--- src/rtl/long_add_carry_resolve.sv ---
// Carry-resolve stage of the segmented long adder: turns per-segment generate/propagate
// results into the full sum through a two-register valid/ready pipeline with a global stall.
module long_add_carry_resolve #(
  parameter int SEG  = 18,
  parameter int NSEG = 4
) (
  input  logic                      clk,
  input  logic                      rst,
  input  logic                      in_valid,
  output logic                      in_ready,
  input  logic [NSEG*(SEG+1)-1:0]   seg_sum,
  input  logic [NSEG-1:0]           seg_p,
  input  logic                      cin,
  output logic                      out_valid,
  input  logic                      out_ready,
  output logic [NSEG*SEG-1:0]       sum,
  output logic                      cout
);

  localparam int W = NSEG * SEG;

  logic            adv;
  logic [NSEG-1:0] seg_g;
  logic [W-1:0]    seg_low;
  logic [NSEG:0]   carry;

  logic            valid_a_reg;
  logic [W-1:0]    s_reg;
  logic [NSEG:0]   c_reg;
  logic            out_valid_reg;
  logic [W-1:0]    sum_reg;
  logic [W-1:0]    sum_next;
  logic            cout_reg;

  assign adv      = ~out_valid_reg | out_ready;
  assign in_ready = adv;

  generate
    for (genvar gi = 0; gi < NSEG; gi++) begin : g_unpack
      assign seg_g[gi]                = seg_sum[gi*(SEG+1) + SEG];
      assign seg_low[gi*SEG +: SEG]   = seg_sum[gi*(SEG+1) +: SEG];
    end
  endgenerate

  // carry[k] is the carry into segment k; carry[NSEG] is the final carry-out.
  generate
    if (NSEG <= 8) begin : g_ripple
      always_comb begin
        carry    = '0;
        carry[0] = cin;
        for (int k = 0; k < NSEG; k++) begin
          carry[k+1] = seg_g[k] | (seg_p[k] & carry[k]);
        end
      end
    end else begin : g_prefix
      localparam int LVL = $clog2(NSEG);
      logic [NSEG-1:0] pg [LVL+1];
      logic [NSEG-1:0] pp [LVL+1];

      // cin is folded into segment 0's generate, so the group generate over [k:0] is carry[k+1].
      always_comb begin
        for (int l = 0; l <= LVL; l++) begin
          pg[l] = '0;
          pp[l] = '0;
        end
        pg[0]    = seg_g;
        pg[0][0] = seg_g[0] | (seg_p[0] & cin);
        pp[0]    = seg_p;
        for (int l = 0; l < LVL; l++) begin
          for (int i = 0; i < NSEG; i++) begin
            if (i >= (1 << l)) begin
              pg[l+1][i] = pg[l][i] | (pp[l][i] & pg[l][i - (1 << l)]);
              pp[l+1][i] = pp[l][i] & pp[l][i - (1 << l)];
            end else begin
              pg[l+1][i] = pg[l][i];
              pp[l+1][i] = pp[l][i];
            end
          end
        end
        carry = {pg[LVL], cin};
      end
    end
  endgenerate

  generate
    for (genvar gi = 0; gi < NSEG; gi++) begin : g_incr
      assign sum_next[gi*SEG +: SEG] = s_reg[gi*SEG +: SEG] + {{(SEG-1){1'b0}}, c_reg[gi]};
    end
  endgenerate

  always_ff @(posedge clk) begin
    if (rst) begin
      valid_a_reg   <= 1'b0;
      s_reg         <= '0;
      c_reg         <= '0;
      out_valid_reg <= 1'b0;
      sum_reg       <= '0;
      cout_reg      <= 1'b0;
    end else if (adv) begin
      valid_a_reg <= in_valid;
      if (in_valid) begin
        s_reg <= seg_low;
        c_reg <= carry;
      end
      out_valid_reg <= valid_a_reg;
      if (valid_a_reg) begin
        sum_reg  <= sum_next;
        cout_reg <= c_reg[NSEG];
      end
    end
  end

  assign out_valid = out_valid_reg;
  assign sum       = sum_reg;
  assign cout      = cout_reg;

endmodule

--- config.mk ---
export PLATFORM = sky130hd
export DESIGN_NAME = long_add_carry_resolve
export DESIGN_NICKNAME = d
export VERILOG_FILES = /design/src/rtl/long_add_carry_resolve.sv
export SDC_FILE = /design/constraint.sdc
export NUM_CORES = 1
export LEC_CHECK = 0
export CAP_MARGIN = 20
export CORE_MARGIN = 8
export CORE_UTILIZATION = 30
export DETAILED_ROUTE_END_ITERATION = 8
export GPL_TIMING_DRIVEN = 0
export SLEW_MARGIN = 40
export SYNTH_ARGS = -nofsm -noshare
export SYNTH_HDL_FRONTEND = slang
export SYNTH_SLANG_ARGS = --single-unit
--- constraint.sdc ---
create_clock -name clk -period 5.8 [get_ports clk]
set_input_delay 0.87 -clock clk [delete_from_list [all_inputs] [get_ports clk]]
set_output_delay 0.87 -clock clk [all_outputs]
set_load 0.02 [all_outputs]
==> flow_metrics.py, run 1 <==
metrics = {
    "place": {
        "gp_congestion": 0.837,
        "dp_hpwl_um": 16100,
        "placed_cell_area_um2": 8390,
        "io_buffers": 158,
        "dpl_worst_slack_ns": 2.29,
        "dpl.cell_count": 1231,
    },
    "synth": {
        "syn_area_um2": 6460,
        "synth_edf_count": 0,
        "synth_top_cell_area_share_pct": 47.1,
        "ys_seq_area_share_pct": 47.1,
        "ys_warn_count": 0,
        "syn_nets": 891,
        "synth.most_common_cell": "nand2_1",
        "netlist_top_cells_area": "dfxtp_1, nand2_1, a21oi_1",
        "yosys.area.top_type": "dfxtp_1",
        "synth_ff_type": "dfxtp_1",
        "ys_ff_latch": 152,
        "avgSynthCellArea_um2": 8.10,
        "yosysUniqueCellTypes": 30,
        "synthTopCellsByCount": "nand2_1, dfxtp_1, a21oi_1, nor2_1, a211oi_1",
        "syn_inst": 798,
        "synth-async-reset-ratio_pct": 0,
    },
    "job": {
        "drv_cap": 0,
    },
    "route": {
        "wl_um": 20800,
        "drc": 0,
        "via_count": 6095,
        "wl_per_cell_um": 16.5,
        "ant_nets": 0,
        "dr.pass1.iters": 5,
        "drt_iter0_markers": 317,
        "viasPerCell": 4.83,
    },
    "global_routing": {
        "grt_max_degree": 17,
        "antenna_found_initial": 0,
        "first_global_vias": 5897,
        "grt_overflow": 0,
        "grt_usage_pct": 15.6,
        "grt_pass1_wl_um": 32200,
    },
    "worst_setup_path": {
        "crit_path_max_fanout": 7,
        "startpoint_type": "input port",
        "crit_path_start": "out_ready",
        "r2r_slack_ns": 3.38,
        "crit_required_ns": 4.93,
        "r2r-end": "s_reg[11]",
        "cp.arrival_ns": 2.34,
        "cp-end-kind": "output pin",
        "rr_worst_depth": 8,
        "worst-setup-path-type": "input port to output pin",
        "rr_startpoint": "out_valid",
        "worstSetupEndpoint": "in_ready",
    },
    "min_path": {
        "worst_hold_path_type": "flop to flop",
        "min_from": "sum[36]",
    },
    "sta": {
        "fmax_mhz": 311,
        "setup_slack_ns": 2.59,
        "fin_skew_ns": 0.00900,
        "drv_slew": 0,
        "rsz0062_at_grt": "no",
        "fin_tns_setup_ns": 0,
        "max_slew_margin_pct": 53.2,
        "finalHoldViolCount": 0,
        "finalCritPeriodShare_pct": 55.4,
        "fin_crit_ns": 3.21,
        "tightest_slew_ns": 0.702,
        "finalSetupViolCount": 0,
    },
    "layout": {
        "fin_area_um2": 8990,
        "drive_above_1_share_pct": 3.65,
        "area_growth_pct": 39.2,
        "nets": 1068,
        "final_util_pct": 42.6,
        "diodes": 0,
        "fin_cells": 1262,
    },
    "cts": {
        "cts.path.max_buffers": 2,
        "root_buffer": "clkbuf_16",
        "post_cts_buffers": 0,
        "clkTransAtPathRegs_ns": 0.06,
        "hold_buffers": 0,
        "cts_made_buffers": 17,
        "clock_sinks": 152,
        "cts_tree": "done",
        "cts_resized": 0,
        "cts_max_level": 4,
        "clock_latency_ns": 0.42,
    },
    "die": {
        "die_h_um": 163,
        "fp.coreArea_um2": 21100,
        "io_pins": 160,
        "rows": 53,
        "dieWidth_um": 163,
        "start_util_pct": 30.6,
        "dieArea_um2": 26500,
    },
    "power": {
        "power_density_nw_per_um2": 299,
        "p_leak_nw": 2.98,
        "vdd_drop_max_v": 0.000168,
    },
    "outcome": {
        "status": "completed",
    },
}
## how the worst min path moves through the flow
stage               endpoint  cells after the start
detailed placement   sum[54]                      2
CTS                  sum[36]                      2
global route         sum[54]                      2
finish               sum[36]                      2
floorplan               cout                      2
global placement     sum[55]                      2
## layout by cell type, fill, tap and decap left out, drive strengths merged, types with 2 or more instances in the layout
master         synthesis  final
xnor2                 34     34
nand2                185    185
xor2                  15     15
nor4                   7      7
clkinv                 0      5
and2                   2      2
a211oi                52     52
and3                   5      5
nand2b                 2      2
inv                    8      8
or3                    5      5
clkdlybuf4s50          0    158
a21oi                 86     86
ha                     8      8
bufinv                 0      3
or4                   10     10
nor2                  77     77
o31ai                 10     10
nand3                 26     26
clkbuf                50     70
nand4                 18     18
buf                    2      2
nor3                  16     16
clkinvlp               0      3
and4                   8      8
o21ai                  4      4
dfxtp                152    152
a311oi                14     14
## critical path, cell delays in order
cell	delay, ns
clkdlybuf4s50_1	0.44
nand2b_1	0.09
clkbuf_1	0.27
clkdlybuf4s50_1	0.68
## final cells by class
| type | count | area, um^2 |
|---|---|---|
| fillers | 2220 | 12100 |
| multi-input cells | 586 | 3190 |
| flip-flops and latches | 152 | 3040 |
| repair buffers | 158 | 1580 |
| clock buffers | 20 | 457 |
| well taps | 275 | 344 |
| plain buffers | 52 | 195 |
| clock inverters | 11 | 149 |
| inverters | 8 | 30.0 |
## logic make-up after synthesis
kind of cell,after synthesis,share of synthesized area (%)
adders and majority gates,8,1.55
and+or+nand+nor,362,25.0
DFF,152,47.1
buffers and inverters,60,3.49
AOI/OAI and AO/OA,167,16.2
xor gates and xnor gates,49,6.64
## layer usage
| metal | routed length (um) | vias up | GRT usage [%] | part of all wire, % |
|---|---|---|---|---|
| met5 | 0 | - | 0 | 0 |
| met2 | 9870 | 153 | 26.1 | 47 |
| li1 | - | 3130 | - | - |
| met4 | 311 | 0 | 5.09 | 1.5 |
| met3 | 1260 | 26 | 4.17 | 6.0 |
| met1 | 9390 | 2786 | 19.2 | 45 |
## report_power, final
| part | internal (mW) | switching (mW) | total [mW] | leakage (nW) |
|---|---|---|---|---|
| Combinational | 0.173 | 0.197 | 0.370 | 1.45 |
| Sequential | 1.11 | 0.0588 | 1.17 | 1.25 |
| Clock | 0.698 | 0.446 | 1.14 | 0.288 |
## metrics by stage
step | total power [mW] | hold WS, ns
global placement | 1.57 | 0.442
CTS | 2.72 | 0.459
floorplan | 1.37 | 0.432
detailed placement | 1.57 | 0.450
global route | 2.80 | 0.477
finish | 2.68 | 0.458
Note: power is estimated with default switching activity, not from simulation.
==> run 2, diff against run 1 <==
clock period = 3.3 ns   (was 5.8 ns; I/O delays follow)
==> results of run 2 <==
The final DEF is identical to that of run 1. Status: completed.
Among the figures that moved: setup slack after placement 2.29 ns -> 0.163 ns; setup slack after layout 2.59 ns -> 0.676 ns; end point of the critical path in_ready -> s_reg[11]; register-to-register setup slack 3.38 ns -> 0.88 ns; total power 2.68 mW -> 4.72 mW; worst IR drop on VDD 0.000168 V -> 0.000295 V
